File: config.mk
export PLATFORM = sky130hd
export DESIGN_NAME = fc_sched_flat
export DESIGN_NICKNAME = d
export VERILOG_FILES = /design/src/rtl/fc_pkg.sv /design/src/rtl/fc_sched_if.sv /design/src/rtl/fc_sched_valid_pipe.sv /design/src/rtl/fc_sched.sv /design/src/flat_wrapper.sv
export SDC_FILE = /design/constraint.sdc
export NUM_CORES = 1
export LEC_CHECK = 0
export BUFFER_PORTS_ARGS = -buffer_cell sky130_fd_sc_hd__buf_2
export CAP_MARGIN = 20
export CORE_ASPECT_RATIO = 1.75
export CORE_MARGIN = 3
export CORE_UTILIZATION = 59
export DETAILED_ROUTE_END_ITERATION = 10
export PLACE_DENSITY = 0.87
export SYNTH_ARGS = -nofsm -noshare
export SYNTH_HDL_FRONTEND = slang
export SYNTH_SLANG_ARGS = --single-unit
File: constraint.sdc
create_clock -name clk -period 3.4 [get_ports clk]
set_input_delay 0.17 -clock clk [delete_from_list [all_inputs] [get_ports clk]]
set_output_delay 0.17 -clock clk [all_outputs]
set_load 0.03 [all_outputs]
File: src/rtl/fc_pkg.sv
// fc_pkg: shared layer dimensions, address width and sequencer state encoding
package fc_pkg;
  localparam int N_CH = 12;
  localparam int IMG_SZ = 16;
  localparam int N_OUT = 10;
  localparam int FC_LEN = N_CH * IMG_SZ;
  localparam int W_AW = $clog2(N_OUT * FC_LEN);
  typedef enum logic [2:0] {S_IDLE, S_CLR, S_STREAM, S_DRAIN, S_WRITE, S_DONE} state_t;
endpackage

File: src/rtl/fc_sched_if.sv
// fc_sched_if: control and address bundle between the FC sequencer and its memories/MAC
interface fc_sched_if;
  import fc_pkg::*;
  logic start, stall;
  logic [3:0] p2_addr, p2_ch, res_addr;
  logic [W_AW-1:0] w_addr;
  logic mac_clr, mac_en, res_we, busy, done;
  modport master(input start, stall, output p2_addr, p2_ch, w_addr, mac_clr, mac_en, res_we, res_addr, busy, done);
  modport slave(output start, stall, input p2_addr, p2_ch, w_addr, mac_clr, mac_en, res_we, res_addr, busy, done);
endinterface

File: src/rtl/fc_sched_valid_pipe.sv
// valid_pipe: RD_LAT-deep delay line aligning the issue strobe with memory read data
module valid_pipe #(parameter int RD_LAT = 2) (
  input  logic clk,
  input  logic reset,
  input  logic in_v,
  output logic out_v
);
  logic [RD_LAT-1:0] sr;
  always_ff @(posedge clk) sr <= reset ? '0 : RD_LAT'({sr, in_v});
  assign out_v = sr[RD_LAT-1];
endmodule

File: src/rtl/fc_sched.sv
// fc_sched: walks pooling-2 memory once per output neuron, driving weight addresses, MAC control and result writes
module fc_sched import fc_pkg::*; #(parameter int RD_LAT = 2) (
  input logic clk,
  input logic reset,
  fc_sched_if.master bus
);
  state_t state;
  logic [3:0] pix, ch, out_idx;
  logic [W_AW-1:0] w_addr;
  logic [7:0] d;
  logic mac_clr, res_we, busy, done;
  logic issue, pix_last, last;
  assign issue = state == S_STREAM && !bus.stall;
  assign pix_last = pix == 4'(IMG_SZ - 1);
  assign last = pix_last && ch == 4'(N_CH - 1);
  assign bus.p2_addr = pix;
  assign bus.p2_ch = ch;
  assign bus.w_addr = w_addr;
  assign bus.res_addr = out_idx;
  assign bus.mac_clr = mac_clr;
  assign bus.res_we = res_we;
  assign bus.busy = busy;
  assign bus.done = done;
  valid_pipe #(.RD_LAT(RD_LAT)) u_vp (.clk(clk), .reset(reset), .in_v(issue), .out_v(bus.mac_en));
  always_ff @(posedge clk) begin
    if (reset) begin
      state <= S_IDLE;
      {pix, ch, out_idx, w_addr, d} <= '0;
      {mac_clr, res_we, busy, done} <= '0;
    end else begin
      mac_clr <= 1'b0;
      res_we <= 1'b0;
      done <= 1'b0;
      case (state)
        S_IDLE: if (bus.start) begin
          state <= S_CLR;
          mac_clr <= 1'b1;
          busy <= 1'b1;
        end
        S_CLR: begin
          state <= S_STREAM;
          pix <= '0;
          ch <= '0;
        end
        S_STREAM: if (issue) begin
          // the final issue leaves addresses parked so DRAIN shows the last read
          if (last) begin
            state <= S_DRAIN;
            d <= '0;
          end else begin
            pix <= pix_last ? '0 : pix + 1'b1;
            ch <= pix_last ? ch + 1'b1 : ch;
            w_addr <= w_addr + 1'b1;
          end
        end
        S_DRAIN: if (d == 8'(RD_LAT - 1)) begin
          state <= S_WRITE;
          res_we <= 1'b1;
        end else d <= d + 1'b1;
        S_WRITE: if (out_idx == 4'(N_OUT - 1)) begin
          state <= S_DONE;
          done <= 1'b1;
        end else begin
          state <= S_CLR;
          mac_clr <= 1'b1;
          out_idx <= out_idx + 1'b1;
          w_addr <= w_addr + 1'b1;
        end
        S_DONE: begin
          state <= S_IDLE;
          busy <= 1'b0;
          {pix, ch, out_idx, w_addr} <= '0;
        end
        default: state <= S_IDLE;
      endcase
    end
  end
endmodule

File: src/flat_wrapper.sv
// flat-port wrapper written by rule: the top's interface ports become plain ports
module fc_sched_flat import fc_pkg::*;
#(parameter int RD_LAT = 2)
  (clk, reset, bus_start, bus_stall, bus_p2_addr, bus_p2_ch, bus_w_addr, bus_mac_clr, bus_mac_en, bus_res_we, bus_res_addr, bus_busy, bus_done);
  fc_sched_if bus_i ();
  input logic clk;
  input logic reset;
  input wire logic [$bits(bus_i.start)-1:0] bus_start;
  input wire logic [$bits(bus_i.stall)-1:0] bus_stall;
  output wire logic [$bits(bus_i.p2_addr)-1:0] bus_p2_addr;
  output wire logic [$bits(bus_i.p2_ch)-1:0] bus_p2_ch;
  output wire logic [$bits(bus_i.w_addr)-1:0] bus_w_addr;
  output wire logic [$bits(bus_i.mac_clr)-1:0] bus_mac_clr;
  output wire logic [$bits(bus_i.mac_en)-1:0] bus_mac_en;
  output wire logic [$bits(bus_i.res_we)-1:0] bus_res_we;
  output wire logic [$bits(bus_i.res_addr)-1:0] bus_res_addr;
  output wire logic [$bits(bus_i.busy)-1:0] bus_busy;
  output wire logic [$bits(bus_i.done)-1:0] bus_done;
  assign bus_i.start = bus_start;
  assign bus_i.stall = bus_stall;
  assign bus_p2_addr = bus_i.p2_addr;
  assign bus_p2_ch = bus_i.p2_ch;
  assign bus_w_addr = bus_i.w_addr;
  assign bus_mac_clr = bus_i.mac_clr;
  assign bus_mac_en = bus_i.mac_en;
  assign bus_res_we = bus_i.res_we;
  assign bus_res_addr = bus_i.res_addr;
  assign bus_busy = bus_i.busy;
  assign bus_done = bus_i.done;
  fc_sched #(.RD_LAT(RD_LAT)) u_core (.clk(clk), .reset(reset), .bus(bus_i));
endmodule
==> metrics.txt <==
status complete, no violations; core area 0.00314 mm^2; average wire per cell in the routed design 14.0 um; syn nets approximately 240; P per Cell Area 433 mW/mm^2; crit path max fanout 12; nets 271; CP max-delay cell or4b_1; Final Hold Viols 0; CP peak stage delay approximately 0.6 ns; first drt pass iteration count 4; final worst path period share between 60% and 70%; initial core utilization 62.0%; global-route wire length before repair 7050 um; CTS Buf Count 5; share of cells above drive strength 1 approximately 20%; Antenna Cells 0; mapped cell area 0.00195 mm^2; GP Congestion 0.798; data arrival time of the critical path 2.38 ns; number of global-route vias before repair between 1500 and 2000; critical path class reg2reg; later-pin clock latency in the skew report ~0.29 ns; die area 0.00405 mm^2; max-slew violation count 0; area occupied by multi-input gates 0.00106 mm^2; FP Rows 27; Unique masters post-synth 50; Vias/cell 5.89; CP cell instances or4b_1 -> a21oi_4 -> o21ai_4 -> or3_1 -> o21ai_0; HPWL after DPL 3140 um; Setup Buffers After CTS 0; CTS resizes 0; Leak 0.914 nW; CTS tree done; RSZ-0062 raised after global routing false; via count about 1800; Main synth FF type dfxtp_1; normalized max-slew margin 54.2%; post-layout min period around 2.2 ns; post-route cell area 0.00219 mm^2; Die Height between 80 and 90 um; CTS root buffer clkbuf_8; IO Count 32; initial antenna violation count 0; worst slew pin tran between 0.6 and 0.7 ns; number of flops mapped to enable cells by yosys 0; setup slack after layout around 1.2 ns; clock transition at the registers of the reported paths approximately 0.08 ns; final setup fails 0; CTS max path bufs 2; fmax 459 MHz; final wirelength 4230 um; pin count of the biggest net entering global routing 17; DP Worst Slack 1.27 ns; CTS sink count 40; Ys Warns 0; ANT nets after route 0; DRC Markers 0; Sequential Area 801 um^2; IO Port Bufs 31; leading cell type in the layout, fill and taps excluded dfxtp_1; critical path data required time about 3.6 ns; H-tree levels 2; clk_skew 0.00522 ns; Tot GR Track Use between 20% and 30%; max cap viols 0; VDD IR max 0.340 mV; Post-synth ARST share 0%; Syn Inst Count roughly 230; final-layout fill cell count roughly 270; P&R area growth vs syn 12.5%; most frequent cells in the layout dfxtp_1 (40), buf_2 (31), nor2_1 (27); First DRT Iteration DRCs 55; setup TNS 0 ns; GR Overflow Total 0; Syn Area/Cell 8.43 um^2; Seq cells post-synth 40; sequential fraction of the synthesis area 41.1%; Chip Width 49.4 um; HP Class in2reg; Hold Buf Count CTS 0; placed inst area 0.00210 mm^2; Worst Setup Start Kind flip-flop; Worst setup EP type flip-flop
==> routing by layer <==
metal  GRT usage, %  vias to the layer above  share of wire, %
li1               -                      880                 -
met1           21.9                      848                39
met2           41.4                       47                54
met3           4.90                       11               4.1
met4           13.3                        0               2.2
met5              0                        -                 0
==> report_power, final <==
| part | internal (mW) | switching, mW |
|---|---|---|
| sequential | 0.482 | 0.0197 |
| clock | 0.181 | 0.156 |
| combinational | 0.0377 | 0.0720 |
| total | 0.700 | 0.248 |
==> synthesized netlist by cell type, drive strengths merged (4+ instances only) <==
cell type  number  share of area, %
a21oi          14               4.2
and2            4               1.3
and3            7               2.2
buf             4               1.7
clkbuf          5               1.5
dfxtp          40                41
ha              7               4.5
inv             6               1.2
nand2          20               3.9
nand3          17               4.4
nor2           27               5.2
o21ai          22               6.2
o31ai           4               1.5
or3             7               2.3
xor2            6               2.7
==> worst max-delay path, delay by kind of cell (launching register included) <==
| kind | cells | cell delay [ns] |
|---|---|---|
| AO/OA/AOI/OAI | 3 | 0.61 |
| flip-flops | 1 | 0.52 |
| AND/OR/NAND/NOR | 2 | 0.96 |
==> cells by family after synthesis <==
kind of cell | after synthesis | synth area share, %
AO/OA/AOI/OAI | 58 | 19.1
adder cells (fa/ha/maj) | 7 | 4.50
multiplexers | 1 | 0.514
buffers and inverters | 16 | 4.50
flip-flops | 40 | 41.1
AND/OR/NAND/NOR | 102 | 27.2
XOR/XNOR | 7 | 3.15
==> sequential cells by signal, indices dropped and copies added (netlist names), 2 cells and up <==
register,cells
u_core.bus.res_addr,4
u_core.bus.p2_addr,4
u_core.bus.p2_ch,4
u_core.u_vp.sr,2
u_core.bus.w_addr,11
u_core.d,8
u_core.state,3
==> metrics by stage <==
step | hold slack, ns | power [mW] | utilization (%) | std cells
2_1_floorplan | 0.392 | 0.598 | - | 231
5_1_grt | 0.250 | 0.982 | 69.8 | 303
6_report | 0.244 | 0.948 | 69.8 | 303
3_5_place_dp | 0.455 | 0.620 | 66.7 | 296
3_3_place_gp | 0.418 | 0.616 | 66.7 | 296
4_1_cts | 0.232 | 0.949 | 69.8 | 303
==> layout make-up <==
cell class | instances | share of cell area, %
clock buffer | 7 | 4.39
inverter | 7 | 1.20
multi-input combinational | 175 | 48.3
sequential | 40 | 36.5
tap | 43 | 2.45
timing repair buffer | 31 | 7.08
==> final timing paths <==
kind / startpoint / cells past startpoint / end / slack, ns
worst max register to register: u_core.state[1]$_SDFFE_PP0P_ / 5 / u_core.bus.w_addr[10]$_SDFFE_PP0P_ / 1.22
worst min-delay path: reset / 2 / u_core.u_vp.sr[0]$_SDFF_PP0_ / 0.24
worst max-delay path: u_core.state[1]$_SDFFE_PP0P_ / 5 / u_core.bus.w_addr[10]$_SDFFE_PP0P_ / 1.22
worst min register to register: u_core.u_vp.sr[0]$_SDFF_PP0_ / 1 / u_core.u_vp.sr[1]$_SDFF_PP0_ / 0.46
Power figures use the tool's default switching activity.
